--- config.mk ---
export PLATFORM = sky130hd
export DESIGN_NAME = bomb_timer_engine
export DESIGN_NICKNAME = d
export VERILOG_FILES = /design/src/rtl/bomb_timer_engine.sv
export SDC_FILE = /design/constraint.sdc
export NUM_CORES = 1
export LEC_CHECK = 0
export BUFFER_PORTS_ARGS = -buffer_cell sky130_fd_sc_hd__buf_2
export CAP_MARGIN = 10
export CORE_MARGIN = 4
export CORE_UTILIZATION = 37
export DETAILED_ROUTE_END_ITERATION = 10
export PLACE_DENSITY = 0.53
export REMOVE_ABC_BUFFERS = 1
export SYNTH_ARGS = -nofsm -noshare
export SYNTH_HDL_FRONTEND = slang
export SYNTH_SLANG_ARGS = --single-unit
--- constraint.sdc ---
create_clock -name clk -period 3.1 [get_ports clk]
set_clock_uncertainty 0.1 [all_clocks]
set_input_delay 0.31 -clock clk [delete_from_list [all_inputs] [get_ports clk]]
set_output_delay 0.31 -clock clk [all_outputs]
set_load 0.005 [all_outputs]
--- src/rtl/bomb_timer_engine.sv ---
// Four-slot bomb fuse engine: counts ticks, detonates serially, resolves blast cross, chain reactions and hits.
// Latency: blast_valid one cycle after the fuse empties, hits one cycle later; place_ready low when full or blasting.
module bomb_timer_engine #(
    parameter int FUSE_TICKS = 3,
    parameter int RADIUS     = 1
) (
    input  logic       clk,
    input  logic       rst_n,
    input  logic       tick,
    input  logic       place_valid,
    input  logic [3:0] place_x,
    input  logic [3:0] place_y,
    output logic       place_ready,
    output logic       place_drop,
    input  logic [3:0] playerAx,
    input  logic [3:0] playerAy,
    input  logic [3:0] playerBx,
    input  logic [3:0] playerBy,
    output logic       blast_valid,
    output logic [3:0] blast_x,
    output logic [3:0] blast_y,
    output logic       playerA_hit,
    output logic       playerB_hit,
    output logic [2:0] bomb_count
);
    typedef enum logic {IDLE = 1'b0, BLAST = 1'b1} state_t;

    localparam logic [3:0] RAD       = 4'(RADIUS);
    localparam logic [2:0] FUSE_INIT = 3'(FUSE_TICKS);
    localparam logic [3:0] MAX_CELL  = 4'd9;

    state_t     state;
    logic [3:0] active, pending, active_n, pending_n;
    logic [3:0] slot_x [4];
    logic [3:0] slot_y [4];
    logic [2:0] fuse   [4];
    logic [3:0] slot_x_n [4];
    logic [3:0] slot_y_n [4];
    logic [2:0] fuse_n   [4];
    logic       accept, reject, dup, has_free, has_pend;
    logic [1:0] free_idx, pend_idx;
    logic [2:0] count_n;

    function automatic logic [3:0] abs_diff(input logic [3:0] a, input logic [3:0] b);
        return (a > b) ? (a - b) : (b - a);
    endfunction

    function automatic logic in_cross(input logic [3:0] px, input logic [3:0] py,
                                      input logic [3:0] cx, input logic [3:0] cy);
        return (px <= MAX_CELL) && (py <= MAX_CELL) &&
               (((px == cx) && (abs_diff(py, cy) <= RAD)) ||
                ((py == cy) && (abs_diff(px, cx) <= RAD)));
    endfunction

    assign place_ready = (~&active) && (state == IDLE);

    always_comb begin
        active_n  = active;
        pending_n = pending;
        slot_x_n  = slot_x;
        slot_y_n  = slot_y;
        fuse_n    = fuse;
        has_free  = 1'b0;
        free_idx  = 2'd0;
        has_pend  = 1'b0;
        pend_idx  = 2'd0;
        dup       = 1'b0;
        count_n   = 3'd0;

        for (int i = 3; i >= 0; i--) begin
            if (!active[i]) begin
                has_free = 1'b1;
                free_idx = 2'(i);
            end
            if (pending[i]) begin
                has_pend = 1'b1;
                pend_idx = 2'(i);
            end
            if (active[i] && (slot_x[i] == place_x) && (slot_y[i] == place_y))
                dup = 1'b1;
        end

        accept = place_valid && place_ready;
        reject = accept && ((place_x > MAX_CELL) || (place_y > MAX_CELL) || dup);

        // Uses pre-edge active bits, so a slot loaded this cycle is never decremented.
        if (tick) begin
            for (int i = 0; i < 4; i++) begin
                if (active[i] && !pending[i] && (fuse[i] != 3'd0)) begin
                    fuse_n[i] = fuse[i] - 3'd1;
                    if (fuse[i] == 3'd1)
                        pending_n[i] = 1'b1;
                end
            end
        end

        if ((state == IDLE) && has_pend) begin
            active_n[pend_idx]  = 1'b0;
            pending_n[pend_idx] = 1'b0;
        end

        // Chain reaction: the detonated slot is already inactive, so only neighbours qualify.
        if (state == BLAST) begin
            for (int i = 0; i < 4; i++) begin
                if (active[i] && in_cross(slot_x[i], slot_y[i], blast_x, blast_y)) begin
                    pending_n[i] = 1'b1;
                    fuse_n[i]    = 3'd0;
                end
            end
        end

        if (accept && !reject && has_free) begin
            active_n[free_idx]  = 1'b1;
            pending_n[free_idx] = 1'b0;
            slot_x_n[free_idx]  = place_x;
            slot_y_n[free_idx]  = place_y;
            fuse_n[free_idx]    = FUSE_INIT;
        end

        for (int i = 0; i < 4; i++)
            count_n = count_n + {2'b00, active_n[i]};
    end

    always_ff @(posedge clk or negedge rst_n) begin
        if (!rst_n) begin
            state       <= IDLE;
            active      <= 4'd0;
            pending     <= 4'd0;
            for (int i = 0; i < 4; i++) begin
                slot_x[i] <= 4'd0;
                slot_y[i] <= 4'd0;
                fuse[i]   <= 3'd0;
            end
            blast_valid <= 1'b0;
            blast_x     <= 4'd0;
            blast_y     <= 4'd0;
            place_drop  <= 1'b0;
            playerA_hit <= 1'b0;
            playerB_hit <= 1'b0;
            bomb_count  <= 3'd0;
        end else begin
            active     <= active_n;
            pending    <= pending_n;
            slot_x     <= slot_x_n;
            slot_y     <= slot_y_n;
            fuse       <= fuse_n;
            place_drop <= reject;
            bomb_count <= count_n;
            if (state == IDLE) begin
                if (has_pend) begin
                    blast_x     <= slot_x[pend_idx];
                    blast_y     <= slot_y[pend_idx];
                    blast_valid <= 1'b1;
                    state       <= BLAST;
                end
            end else begin
                blast_valid <= 1'b0;
                state       <= IDLE;
                if (in_cross(playerAx, playerAy, blast_x, blast_y))
                    playerA_hit <= 1'b1;
                if (in_cross(playerBx, playerBy, blast_x, blast_y))
                    playerB_hit <= 1'b1;
            end
        end
    end
endmodule
==> results of run 1 <==
[cells in the mapped netlist, types with 2 or more instances]
master	n	area, um2
or2_2	2	12.5
xnor2_1	34	298
and4_1	11	96.3
nor4_1	4	25.0
nor3_1	19	95.1
mux2_4	5	75.1
a221oi_1	3	26.3
o21a_1	4	30.0
buf_2	6	30.0
mux2i_1	20	200
mux2_1	2	22.5
a31oi_1	12	75.1
and3_1	6	37.5
o32a_1	2	20.0
a21oi_1	45	225
nor2_1	25	93.8
nand3b_1	7	52.6
fa_1	25	500
and2_1	2	12.5
nand2b_1	6	37.5
ha_1	98	1230
inv_1	65	244
dfrtp_1	68	1700
xor2_1	30	263
o21ai_0	40	200
nand2_1	50	188
mux2_2	34	383
buf_6	9	101
or3b_2	3	26.3
a222oi_1	8	80.1
o21bai_1	5	37.5
nor3b_1	4	30.0
a211oi_1	5	37.5
nand4_1	13	81.3
a21o_1	3	22.5
nor4b_1	2	17.5
o2111ai_1	3	26.3
nor2b_1	11	68.8
clkbuf_1	10	37.5
nand3_1	15	75.1
o211ai_1	3	22.5
[state kept, by name, summed over array words and instances, names as in the netlist]
signal       count
pending          4
playerB_hit      1
place_drop       1
blast_y          4
blast_x          4
playerA_hit      1
slot_y          16
bomb_count       3
active           4
blast_valid      1
state            1
slot_x          16
fuse            12
[timing repair]
action                                  4_1_cts  5_1_grt
hold endpoints to repair                     29        0
endpoints found under the setup margin        0        4
gates resized for setup                       0        2
hold buffers                                  1        0
[layer usage]
layer	share of wire (%)	vias to the layer above
li1	-	2765
met1	44	2886
met2	49	148
met3	4.8	24
met4	1.6	0
met5	0	-
[where the power goes]
group | leakage [nW] | total (mW) | switching [mW] | internal (mW)
combinational | 2.73 | 6.47 | 3.62 | 2.85
sequential | 0.835 | 1.86 | 0.565 | 1.30
clock | 0.149 | 1.06 | 0.399 | 0.664
total | 3.71 | 9.40 | 4.58 | 4.81
[area by class of cell]
type / instances / area [um2]
inverters: 65 / 244
multi-input cells: 579 / 4950
flip-flops and latches: 68 / 1700
fillers: 1864 / 10700
well taps: 234 / 293
clock inverters: 4 / 47.5
clock buffers: 12 / 256
repair buffers: 85 / 533
[path summary, 6_finish.rpt]
path | to | slack [ns]
worst min register to register | playerA_hit$_DFFE_PN0P_ | 0.37
worst max register to register | fuse[1]$_DFF_PN0_ | 0.21
worst max-delay path | fuse[1]$_DFF_PN0_ | 0.21
min in group asynchronous | playerB_hit$_DFFE_PN0P_ | 0.50
worst min-delay path | slot_y[12]$_DFFE_PN0P_ | 0.26
max in group asynchronous | slot_x[2]$_DFFE_PN0P_ | 1.57
[worst register-to-register path, delay by kind of cell (launching register included)]
| kind | cells | cell delay, ns |
|---|---|---|
| fa+ha+maj | 2 | 0.72 |
| compound gates | 4 | 1.00 |
| simple gates | 1 | 0.18 |
| mux | 1 | 0.26 |
| flops | 1 | 0.50 |
[cell families after synthesis]
| group | count (synthesis) | synth area share, % |
|---|---|---|
| mux | 61 | 9.62 |
| buf+inv | 92 | 6.10 |
| simple gates | 184 | 14.3 |
| fa+ha+maj | 123 | 24.4 |
| flops | 68 | 24.1 |
| xor+xnor | 64 | 7.92 |
| compound gates | 147 | 13.6 |
[cells in the final DEF (no fill, tap or decap), types with 3 or more instances in the layout]
cell | synthesis | final
and4_1 | 11 | 11
nand2_1 | 50 | 50
a221oi_1 | 3 | 3
nor3_1 | 19 | 19
nand3b_1 | 7 | 7
and3_1 | 6 | 6
clkbuf_16 | 0 | 9
nor4_1 | 4 | 4
buf_4 | 0 | 41
o21bai_1 | 5 | 5
mux2i_1 | 20 | 20
xnor2_1 | 34 | 34
o211ai_1 | 3 | 3
inv_1 | 65 | 65
a222oi_1 | 8 | 8
nand3_1 | 15 | 15
o21ai_0 | 40 | 40
mux2_2 | 34 | 34
o2111ai_1 | 3 | 3
a21oi_1 | 45 | 45
ha_1 | 98 | 98
or3b_2 | 3 | 3
nor2b_1 | 11 | 11
xor2_1 | 30 | 30
o21a_1 | 4 | 4
nor2_1 | 25 | 25
nand4_1 | 13 | 13
a31oi_1 | 12 | 11
nand2b_1 | 6 | 6
a211oi_1 | 5 | 5
mux2_4 | 5 | 5
a21o_1 | 3 | 3
dfrtp_1 | 68 | 68
buf_2 | 6 | 43
nor3b_1 | 4 | 4
fa_1 | 25 | 25
[through the flow]
step                      util [%]  worst slack [ns]
after global routing          42.8            0.0234
after floorplan                  -            0.0797
final                         42.8             0.209
after CTS                     42.7             0.108
after global placement        41.0             0.209
after detailed placement      41.0             0.119
==> impl_results.md, run 1 <==
* Post-layout nets at 959
* EDFF count, synth at 0
* Worst Path Buf+Inv at 0
* Max-Cap Viols at 0
* Setup tns final at 0 ns
* Die footprint at 21400 um2
* Reg-to-reg startpoint: blast_x[0]$_DFFE_PN0P_
* Leakage power at 3.71 nW
* Pwr Density at 1170 nW/um2
* Post-DP HPWL at 16000 um
* CP Capture Type: flip-flop
* Antenna Cells at 0
* Min-delay src: place_y[0]
* Busiest metal layer after global routing: met2
* # rows at 50
* CP top delay family: compound AO/OA/AOI/OAI gates
* Post-synthesis sequential area ratio at between 20% and 30%
* First-pass GRT wire length at 32400 um
* Ratio of cells with drive above 1 in the final layout at a little under a fifth
* Drt first pass iters at 6
* Total setup buffers inserted after CTS at 0
* Status: finished clean
* Max VDD drop at 576 uV
* CTS Buffer Depth at 2
* Avg Inst Size Synth at around 9.6 um2
* Gr ovfl total at 0
* Routed Wire Length at 20300 um
* Non-Filler Instances at approximately 1000
* Critical path depth at 8
* DRC at 0
* Initial antenna violation count at 0
* Max stage delay on crit path at approximately 0.50 ns
* DR vias/cell at between 5 and 6
* Cells after Synth at 739
* Worst Reg-to-Reg Cells at 8
* Crit path max fanout at 9
* Ys Warns at 0
* I/O pins at 44
* Die width at 146 um
* Met3 Use GR at 3.91%
* Dpl cell area at 7700 um2
* Post-synth cell types at 61
* Clk sinks at between 60 and 70
* Clk slew on worst S/H paths at 0.06 ns
* Core area at 18800 um2
* Setup Viol. Count Final at 0
* CP startpoint: blast_x[0]$_DFFE_PN0P_
* WS Path Type: reg2reg
* Vias in the first global route at about 6000
* Initial detailed-routing violation count at 386
* Ys async rst share at 100%
* PnR Total Power at 9.40 mW
* Die H at 146 um
* Worst Hold Depth at 2
* Minimum hold slack at 0.259 ns
* RePlAce Congestion at 0.917
* Period utilisation layout at 93.3%
* Worst min path class: in2reg
* Final Hold Vio Count at 0
* Synth Flop Type: dfrtp_1
* Cell area after synthesis at 7070 um2
* GR Util met2 at 33.3%
* Fmax achieved at 0.346 GHz
* CP Cell Sequence: ha_1 > fa_1 > nand2b_1 > a211oi_1 > mux2i_1 > o2111ai_1 > a31oi_2 > o21ai_0
* CTS tree: done
* Largest net degree at the start of global routing at 32
* RSZ-0062 raised after global routing: no
* Slew @ Worst Pin at 0.849 ns
* Dpl cells at 1030
* Minimum clock period at 2.89 ns
* DR vias at 5823
* Clock Latency Late Sink at 0.34 ns
* Startpoint class of the critical path: flip-flop
* Arrival time of the worst setup path at 2.99 ns
* Worst slew margin at between 40% and 50%
* Area Overhead vs Synth at 13.5%
* Fin. max-slew vios at 0
* Post-route ant nets at 0
* Worst path required time at 3.20 ns
* Critical-path top delay cell: dfrtp_1
* M1 GR Usage at 24.4%
* Final Cell Area at 8030 um2
* Htree depth at 3
* TritonCTS Buffers at 9
* Gr usage total at 19.1%
* Initial Utilization at roughly 38%
* #FFs+latches synth at 68
* Routed length per placed instance at 19.4 um
* Root buffer cell: clkbuf_16
* PortBufs at 43
Note: power is estimated with default switching activity, not from simulation.
==> run 2, diff against run 1 <==
--- a/config.mk
+++ b/config.mk
@@ -7,10 +7,12 @@
 export LEC_CHECK = 0
 export BUFFER_PORTS_ARGS = -buffer_cell sky130_fd_sc_hd__buf_2
 export CAP_MARGIN = 10
+export CELL_PAD_IN_SITES_DETAIL_PLACEMENT = 0
+export CELL_PAD_IN_SITES_GLOBAL_PLACEMENT = 1
 export CORE_MARGIN = 4
 export CORE_UTILIZATION = 37
 export DETAILED_ROUTE_END_ITERATION = 10
-export PLACE_DENSITY = 0.53
+export PLACE_DENSITY = 0.65
 export REMOVE_ABC_BUFFERS = 1
 export SYNTH_ARGS = -nofsm -noshare
 export SYNTH_HDL_FRONTEND = slang
==> impl_results.md, run 2 (synthesis results as in run 1) <==
* DR WL met3 at 1070 um (+10%)
* Pwr Density at 1190 nW/um2 (+2.0%)
* Routed Wire Length at 20600 um (+1.3%)
* First-pass GRT wire length at 33400 um (+3.1%)
* RSZ-0062 raised after global routing: no
* Htree depth at 3 (unchanged)
* CP Cell Sequence: ha_1 > fa_1 > nand2b_1 > a211oi_1 > mux2i_1 > mux2i_1 > buf_4 > o22ai_1 > buf_4 > o21bai_1
* RR Endpoint: fuse[4]$_DFF_PN0_
* Die H at 146 um (unchanged)
* Core area at 18800 um2 (unchanged)
* Internal power at 5.06 mW (+5.2%)
* Crit path max fanout at 7 (-2)
* I/O pins at 44 (unchanged)
* Slew @ Worst Pin at 0.633 ns (-0.217 ns)
* Die footprint at 21400 um2 (unchanged)
* Worst min path class: in2async
* Fmax achieved at 0.346 GHz (-0.10%)
* Initial antenna violation count at 1 (+1)
* Antenna Cells at 0 (unchanged)
* Period utilisation layout at 93.4% (+0.095 points)
* Initial detailed-routing violation count at 306 (-21%)
* Leakage power at 3.77 nW (+1.6%)
* WL met2 at 10200 um (+1.9%)
* DR vias/cell at 5.54 (-0.46%)
* Gr ovfl total at 0 (unchanged)
* Non-Filler Instances at 1054 (+0.67%)
* Dpl cell area at 7750 um2 (+0.68%)
* Minimum hold slack at 0.266 ns (+0.00768 ns)
* PortBufs at 43 (unchanged)
* Critical path depth at 10 (+2)
* Clock power frac at 12.9% (+1.6 points)
* RePlAce Congestion at 0.888 (-3.2%)
* Register area at 1700 um2 (unchanged)
* Post-layout nets at 966 (+0.73%)
* Worst Path Buf+Inv at 2 (+2)
* Worst path required time at 3.23 ns (+0.03 ns)
* Setup Viol. Count Final at 0 (unchanged)
* CP top delay family: compound AO/OA/AOI/OAI gates
* Vias in the first global route at 6209 (+3.3%)
* # rows at 50 (unchanged)
* TritonCTS Buffers at 9 (unchanged)
* Max VDD drop at 412 uV (-28%)
* Largest registers: slot_x: 16 flops, slot_y: 16 flops, fuse: 12 flops
* Status: finished clean
* Post-Route Utilization at 43.3% (+0.56 points)
* Commonest non-fill, non-tap cell in the layout: ha_1
* M1 WL at 8840 um (-2.2%)
* Fillers at 1821 (-2.3%)
* Seq pwr share at 18.9% (-0.9 points)
* WS Path Type: reg2reg
* Drt first pass iters at 7 (+1)
* Root buffer cell: clkbuf_16
* Commonest cells after routing, fill and taps aside: ha_1, dfrtp_1, inv_1, nand2_1, buf_4
* Arrival time of the worst setup path at 3.02 ns (+0.03 ns)
* Max stage delay on crit path at 0.48 ns (-0.02 ns)
* Psw at 4.65 mW (+1.3%)
* CTS tree: done
* Area Overhead vs Synth at 15.0%
* Gr usage total at 19.8% (+0.65 points)
* Share of total power in combinational logic at 68.1% (-0.8 points)
* Clk slew on worst S/H paths at 0.06 ns (about the same)
* Initial Utilization at 37.7% (unchanged)
* DR vias at 5835 (+0.21%)
* Routed length per placed instance at 19.5 um (+0.59%)
* Clock Latency Late Sink at 0.35 ns (about the same)
* Dpl cells at 1037 (+0.68%)
* Final Hold Vio Count at 0 (unchanged)
* R2R setup slack at 0.21 ns (about the same)
* Final Cell Area at 8130 um2 (+1.3%)
* DRC at 0 (unchanged)
* Highest routed layer: met5
* Post-route ant nets at 0 (unchanged)
* Ratio of cells with drive above 1 in the final layout at 19.8% (+0.81 points)
* Die width at 146 um (unchanged)
* Max-Cap Viols at 0 (unchanged)
* Worst Reg-to-Reg Cells at 10 (+2)
* Critical-path top delay cell: dfrtp_1
* Multi-input logic area at 4950 um2 (about the same)
* Post-DP HPWL at 16400 um (+2.0%)
* CTS Buffer Depth at 2 (unchanged)
* Worst slew margin at 57.7% (+14 points)
* Reg-to-reg startpoint: blast_y[0]$_DFFE_PN0P_
* Minimum clock period at 2.89 ns (+0.00294 ns)
* Switch share at 47.9% (-0.93 points)
* Startpoint class of the critical path: flip-flop
* Fin. max-slew vios at 0 (unchanged)
* Clk sinks at 68 (unchanged)
* Largest net degree at the start of global routing at 39 (+22%)
* Setup tns final at 0 ns (unchanged)
* CP Capture Type: flip-flop
==> run 2: power by group through the flow <==
stage / registers [mW] / logic (mW) / clock network [mW]
after floorplan: 1.83 / 4.40 / 0
after global placement: 1.83 / 6.37 / 0
after detailed placement: 1.85 / 6.58 / 0
after CTS: 1.84 / 6.62 / 1.28
after global routing: 1.91 / 7.44 / 1.31
final: 1.84 / 6.61 / 1.26
==> run 2: stage by stage <==
step / setup WS, ns / power [mW]
2_1_floorplan: 0.0797 / 6.23
3_3_place_gp: 0.198 / 8.21
3_5_place_dp: 0.145 / 8.43
4_1_cts: 0.101 / 9.74
5_1_grt: 0.0425 / 10.7
6_report: 0.206 / 9.71
==> run 2: worst max path at each step <==
stage | start | endpoint | slack, ns
detailed placement | slot_x[0]$_DFFE_PN0P_ | fuse[1]$_DFF_PN0_ | 0.14
global placement | blast_y[0]$_DFFE_PN0P_ | fuse[4]$_DFF_PN0_ | 0.20
CTS | slot_x[0]$_DFFE_PN0P_ | fuse[1]$_DFF_PN0_ | 0.10
finish | blast_y[0]$_DFFE_PN0P_ | fuse[4]$_DFF_PN0_ | 0.21
global route | slot_x[0]$_DFFE_PN0P_ | fuse[0]$_DFF_PN0_ | 0.04
floorplan | blast_y[1]$_DFFE_PN0P_ | fuse[10]$_DFF_PN0_ | 0.08
==> run 2: worst register-to-register path, cell delays in order, from the launching register on <==
cell and delay [ns]:
dfrtp_1 0.48, ha_1 0.27, fa_1 0.39, nand2b_1 0.17, a211oi_1 0.40, mux2i_1 0.24, mux2i_1 0.09, buf_4 0.15
o22ai_1 0.23, buf_4 0.18, o21bai_1 0.08
==> run 2: per-layer routing <==
metal | global-route usage (%) | up-vias
met3 | 4.25 | 33
met4 | 6.26 | 2
li1 | - | 2762
met2 | 34.6 | 156
met5 | 0 | -
met1 | 24.3 | 2882
==> run 2: what timing repair did <==
item,in CTS,in global routing
gates resized for setup,0,2
hold buffers,1,0
hold endpoints to repair,7,0
buffers inserted,0,0
setup endpoints to repair,0,6
==> run 2: layout make-up <==
type / count / share of cell area [%]
clock buffer: 11 / 3.11
multi-input combinational: 579 / 60.9
inverter: 65 / 3.00
timing repair buffer: 92 / 7.20
tap: 234 / 3.60
sequential: 68 / 20.9
clock inverter: 5 / 1.31
